[src/rtl/round_ctrl.sv]
// round_ctrl: iterative 16-bit round engine. It runs ROUNDS rounds of
// key-add, a nibble-serial substitution through a shared external 4-bit
// S-box, and a 3-bit left rotation. A final key-add follows the last round.
// The start/finish handshake is a 4-phase req/ack pair.
module round_ctrl #(
    parameter int ROUNDS = 4
) (
    input  logic        clk,
    input  logic        rst,
    input  logic        req,
    output logic        ack,
    output logic        busy,
    input  logic [15:0] din,
    input  logic [15:0] key,
    output logic [15:0] dout,
    output logic [3:0]  sbox_x,
    input  logic [3:0]  sbox_r
);

    typedef enum logic [2:0] {
        IDLE = 3'd0,
        ADD  = 3'd1,
        SUB  = 3'd2,
        PERM = 3'd3,
        DONE = 3'd4
    } fsm_t;

    // Round index at which the final key-add ends the computation
    localparam logic [3:0] LAST_RND = 4'(ROUNDS);

    fsm_t        fsm_reg;
    logic [15:0] state_reg;
    logic [15:0] key_reg;
    logic [3:0]  rnd_reg;
    logic [1:0]  nib_reg;

    logic [15:0] add_next;
    logic [15:0] sub_next;
    logic [15:0] perm_next;

    // Round key is the latched key with the round number folded into the low nibble
    assign add_next  = state_reg ^ (key_reg ^ {12'b0, rnd_reg});
    assign perm_next = {state_reg[12:0], state_reg[15:13]};

    // Only the nibble currently selected by nib_reg takes the S-box result
    generate
        for (genvar gi = 0; gi < 4; gi++) begin : g_sub
            assign sub_next[4*gi +: 4] = (nib_reg == 2'(gi)) ? sbox_r : state_reg[4*gi +: 4];
        end
    endgenerate

    // Present the active nibble to the S-box during SUB; hold it at zero otherwise
    always_comb begin
        sbox_x = 4'h0;
        if (fsm_reg == SUB) begin
            sbox_x = state_reg[{nib_reg, 2'b00} +: 4];
        end
    end

    // Control FSM with datapath registers and registered handshake outputs
    always_ff @(posedge clk or posedge rst) begin
        if (rst) begin
            fsm_reg   <= IDLE;
            state_reg <= 16'h0000;
            key_reg   <= 16'h0000;
            rnd_reg   <= 4'h0;
            nib_reg   <= 2'd0;
            dout      <= 16'h0000;
            ack       <= 1'b0;
            busy      <= 1'b0;
        end else begin
            case (fsm_reg)
                IDLE: begin
                    if (req) begin
                        state_reg <= din;
                        key_reg   <= key;
                        rnd_reg   <= 4'h0;
                        nib_reg   <= 2'd0;
                        busy      <= 1'b1;
                        fsm_reg   <= ADD;
                    end
                end
                ADD: begin
                    state_reg <= add_next;
                    nib_reg   <= 2'd0;
                    if (rnd_reg < LAST_RND) begin
                        fsm_reg <= SUB;
                    end else begin
                        // Final key-add: publish the result as DONE is entered
                        dout    <= add_next;
                        busy    <= 1'b0;
                        ack     <= 1'b1;
                        fsm_reg <= DONE;
                    end
                end
                SUB: begin
                    state_reg <= sub_next;
                    nib_reg   <= nib_reg + 2'd1;
                    if (nib_reg == 2'd3) begin
                        fsm_reg <= PERM;
                    end
                end
                PERM: begin
                    state_reg <= perm_next;
                    rnd_reg   <= rnd_reg + 4'd1;
                    fsm_reg   <= ADD;
                end
                DONE: begin
                    // Leave only once the requester has withdrawn req
                    if (!req) begin
                        ack     <= 1'b0;
                        fsm_reg <= IDLE;
                    end
                end
                default: begin
                    fsm_reg <= IDLE;
                end
            endcase
        end
    end

endmodule
[config.mk]
export PLATFORM = sky130hd
export DESIGN_NAME = round_ctrl
export DESIGN_NICKNAME = d
export VERILOG_FILES = /design/src/rtl/round_ctrl.sv
export SDC_FILE = /design/constraint.sdc
export NUM_CORES = 1
export LEC_CHECK = 0
export BUFFER_PORTS_ARGS = -buffer_cell sky130_fd_sc_hd__buf_4
export CAP_MARGIN = 15
export CORE_ASPECT_RATIO = 0.75
export CORE_MARGIN = 8
export CORE_UTILIZATION = 25
export CTS_BUF_LIST = sky130_fd_sc_hd__clkbuf_16
export DETAILED_ROUTE_END_ITERATION = 16
export GPL_TIMING_DRIVEN = 0
export SLEW_MARGIN = 20
export SYNTH_ARGS = -nofsm -noshare
export SYNTH_HDL_FRONTEND = slang
export SYNTH_SLANG_ARGS = --single-unit
[constraint.sdc]
create_clock -name clk -period 4.4 [get_ports clk]
set_input_delay 0.88 -clock clk [delete_from_list [all_inputs] [get_ports clk]]
set_output_delay 0.88 -clock clk [all_outputs]
set_load 0.02 [all_outputs]
* After elaboration in Yosys (flattened, before gate mapping)
Index checks and enable logic that the tools add are counted.
** Cells by class
- $add $sub $neg :: 2
- Magnitude comparators :: 1
- Eq/ne operators :: 14
- Shifts and indexed selects :: 1
- Multiplexer cells :: 22
- Bitwise gates (word level) :: 3
- Reduce and logical (&&, ||, !) cells :: 18
** Operators by type and width (count)
- 16-bit case mux with 4 select lines :: 1
- 4-bit 2-to-1 mux :: 6
- 3-bit AND reduction :: 7
- 16-bit 2-to-1 mux :: 1
- 16-bit by 5-bit indexed part select with 4-bit output :: 1
- 16-bit bitwise XOR :: 1
- 16-bit by 4-bit bitwise XOR with 16-bit output :: 1
- 3-bit case mux with 5 select lines :: 1
- 3-bit 2-to-1 mux :: 4
- 2-bit inequality test (second input constant) :: 6
- 4-bit case mux with 2 select lines :: 1
- 2-bit AND reduction :: 4
- 3-bit by 2-bit equality test with 1-bit output (second input constant) :: 2
- 2-bit case mux with 3 select lines :: 1
- 2-bit nonzero test :: 3
- 4-bit by 1-bit adder with 4-bit output (second input constant) :: 1
- 2-bit equality test (second input constant) :: 2
- 4-bit by 3-bit < comparator with 1-bit output (second input constant) :: 1
- 1-bit 2-to-1 mux :: 4
- 1-bit case mux with 2 select lines :: 2
- 4-bit nonzero test :: 1
- 3-bit by 1-bit equality test with 1-bit output (second input constant) :: 1
- 3-bit equality test (second input constant) :: 1
- 3-bit zero test :: 1
- other kinds (7) :: 7
** Storage, ports and cells
- Bits in registers :: 59
- Output and inout bits :: 22
- Word-level logic and storage cells :: 72

* Longest topological paths before layout
- Word-level depth :: 3
- Mapped depth :: 7
- Depth with buffers taken out :: 6

* Worst setup path after synthesis
No wires, ideal clock.
- Kind :: flip-flop to output port
- Start point :: register nib_reg[1]
- End point :: output sbox_x[0]
- Arrival :: 1.329 ns
- Data required time :: 3.520 ns
- Path slack :: 2.191 ns
- Cell stages (with the launch flop) :: 4
- Path buffers :: 1
- Cell sequence :: dfrtp_1 > clkbuf_1 > mux4_2 > nor2b_1
** Between the ends
- Longest elaborated chain between the ends :: 2
** Ends and longest elaborated chain
- start: declaration :: RTL line 35 : logic [1:0] nib_reg;
- start signal: assignment :: RTL line 98 : nib_reg <= nib_reg + 2'd1;
- 16-bit by 5-bit indexed part select with 4-bit output :: RTL line 56 : sbox_x = state_reg[{nib_reg, 2'b00} +: 4];
- 4-bit 2-to-1 mux :: RTL line 55 : if (fsm_reg == SUB) begin
- end: declaration :: RTL line 16 : output logic [3:0] sbox_x,
No other way between the ends.

* Final worst setup path
- Start point :: register nib_reg[1]
- End point :: output sbox_x[2]
Same word-level chain as after synthesis.

==> results by group <==
Run status
  – Status: finished, final reports clean

Global route
  – Vias in the first global route: 2641
  – Initial antenna violation count: 0
  – First-pass GRT wire length: 15200 µm
  – Largest net degree at the start of global routing: 42
  – Global Route Usage Sum: 0.118
  – Grt ovf: 0

Power
  – Peak supply drop: 0.261 mV
  – Static Leak: 0.00184 µW
  – Switching power total: 1330 µW
  – Clk pwr share: 0.182
  – Sw Share: 0.406
  – Flop pwr share: 0.326
  – Combinational share of power: 0.492
  – Internal power: 1950 µW
  – Cell Pwr Density: 784 mW/mm²

Route
  – WL/cell: 17.5 µm
  – DR vias: 2587
  – Remaining DRCs: 0
  – Routed Antenna Nets: 0
  – DR iter-0 viols: 136
  – DR pass1 iterations: 4
  – Via-to-Cell Ratio: 4.71
  – Post-Route WL: 9630 µm

Yosys
  – Ys flop type: dfrtp_1
  – Mapped Nets: 346
  – Ys async rst share: 1.00
  – Share of the synthesized area in the top cell type: 0.454
  – Number of synthesized flops with an enable pin: 0
  – Area leader, netlist: dfrtp_1
  – Yosys warning total: 0
  – Largest cells by area after synthesis: dfrtp_1 (45%), mux2_2 (5.9%), xnor2_1 (3.5%)
  – Register area share after synthesis: 0.454
  – Yosys cell types: 48
  – Mapped Cells: 302
  – Avg Cell Area, Syn: 10.8 µm²
  – Synth Register Bits: 59
  – Mapped cell area: 0.00325 mm²

Timing
  – Setup ws final: 1.64 ns
  – Max_slew headroom: 0.599
  – Final period util: 0.627
  – Worst slew pin tran: 0.597 ns
  – Max-slew violations: 0
  – Final setup violating endpoints: 0
  – Total negative slack: 0 ns
  – Fmax: 362 MHz
  – Tmin final: 2.76 ns
  – Unrepaired setup endpoints after global routing: no
  – Clk_skew: 0.00633 ns
  – Final hold vios: 0

Critical path
  – CP Class: reg2out
  – Startpoint types: flip-flop
  – Worst Path Required: 3.52 ns
  – Crit path DAT: 1.88 ns
  – Worst Setup End Kind: output pin
  – Max incr delay on CP: 0.54 ns
  – Crit-path max FO: 6
  – CP cell instances: clkbuf_1, mux4_2, nor2b_1, buf_4
  – Slowest-stage cell, CP: mux4_2

Clocking
  – Post-CTS resize count: 0
  – Clock-pin slew on the worst setup and hold paths: 0.05 ns
  – Clock buffer depth: 2
  – Hold Buf Count CTS: 0
  – Clk_lat worst skew: 0.32 ns
  – CTS tree: built
  – Total CTS buffers: 9
  – Setup bufs post-CTS: 0
  – Clock sink count: 59
  – Htree depth: 3
  – CTS Root Cell: clkbuf_16

Cells and area
  – Antenna cells: 0
  – Most common cell after layout, fill and taps aside: buf_4
  – Layout cells sized above 1: 0.328
  – Most frequent cells in the layout: buf_4 (64), dfrtp_1 (59), nor2_1 (29)
  – Synth-to-Final Area Change: 28.9%
  – Non-Filler Instances: 549
  – Fin nets: 418

Die
  – Die Footprint: 0.0169 mm²
  – I/O pin cnt: 61
  – Die span in y: 115 µm
  – Core area: 0.0128 mm²
  – Starting density of the core: 0.253
  – # rows: 36
  – Die width: 148 µm

Placement
  – Routability Congestion: 0.847
  – # placed instances: 534
  – IO Port Bufs: 60
  – Worst slack, placed: 1.99 ns
  – Post-DP HPWL: 7410 µm

Hold path
  – HP Class: reg2reg

Flow run
  – Max Cap Violations: 0
[cell usage after synthesis, types with 4 or more instances]
cell	count
o31ai_1	12
and2_1	4
inv_1	5
nand2b_1	8
mux4_2	4
a22o_1	5
xor2_1	7
mux2_2	17
xnor2_1	13
nor2_1	29
buf_4	4
buf_2	4
nand2_1	28
nor2b_1	9
mux2i_1	5
a31oi_1	4
ha_1	5
clkbuf_1	4
a21oi_1	10
o21ai_0	22
dfrtp_1	59
mux2_4	7
[power by group through the flow]
stage	clock network, µW	logic, µW	registers (µW)
2_1_floorplan	0	1090	1070
3_3_place_gp	0	1590	1070
3_5_place_dp	0	1620	1070
4_1_cts	612	1630	1070
5_1_grt	639	1770	1100
6_report	598	1620	1070
[path summary, 6_finish.rpt]
path / startpoint / cells past startpoint / slack (ns) / end
max in group asynchronous: rst / 3 / 3.38 / dout[10]
min in group asynchronous: rst / 2 / 0.50 / dout[4]
worst max-delay path: nib_reg[1] / 4 / 1.64 / sbox_x[2]
worst min register to register: busy / 1 / 0.48 / busy
worst max register to register: nib_reg[1] / 6 / 2.37 / state_reg[1]
worst min-delay path: busy / 1 / 0.48 / busy
[cell families after synthesis]
family	count (synthesis)	synth area share
AO/OA/AOI/OAI	72	0.154
XOR/XNOR	21	0.0608
buffers and inverters	20	0.0370
adder cells (fa/ha/maj)	5	0.0193
AND/OR/NAND/NOR	92	0.141
flip-flops	59	0.454
multiplexers	33	0.134
[area by class of cell]
class | count | area (µm²)
fill | 1312 | 8650
multi-input combinational | 223 | 1650
sequential | 59 | 1480
timing repair buffer | 61 | 470
clock buffer | 9 | 225
tap | 171 | 214
buffer | 15 | 101
clock inverter | 6 | 26.3
inverter | 5 | 21.3
[routing by layer]
layer | global-route usage | up-vias | share of wire
li1 | - | 1212 | -
met1 | 0.174 | 1289 | 0.51
met2 | 0.158 | 78 | 0.41
met3 | 0.0409 | 8 | 0.078
met4 | 0.0332 | 0 | 0.0081
met5 | 0 | - | 0
[metrics by stage]
step / cell area (µm²) / hold slack (ns) / total power [µW] / utilization
floorplan: 3250 / 0.484 / 2160 / -
global placement: 3910 / 0.465 / 2650 / 0.305
detailed placement: 3940 / 0.471 / 2690 / 0.307
CTS: 4190 / 0.482 / 3310 / 0.326
global route: 4190 / 0.505 / 3510 / 0.326
finish: 4190 / 0.481 / 3280 / 0.326
[worst max-delay path, delay by kind of cell (launching register included)]
family / cells / cell delay, ns
buf+inv: 2 / 0.48
simple gates: 1 / 0.15
flops: 1 / 0.38
mux: 1 / 0.54
No activity file was read; power rests on OpenSTA's default activity.
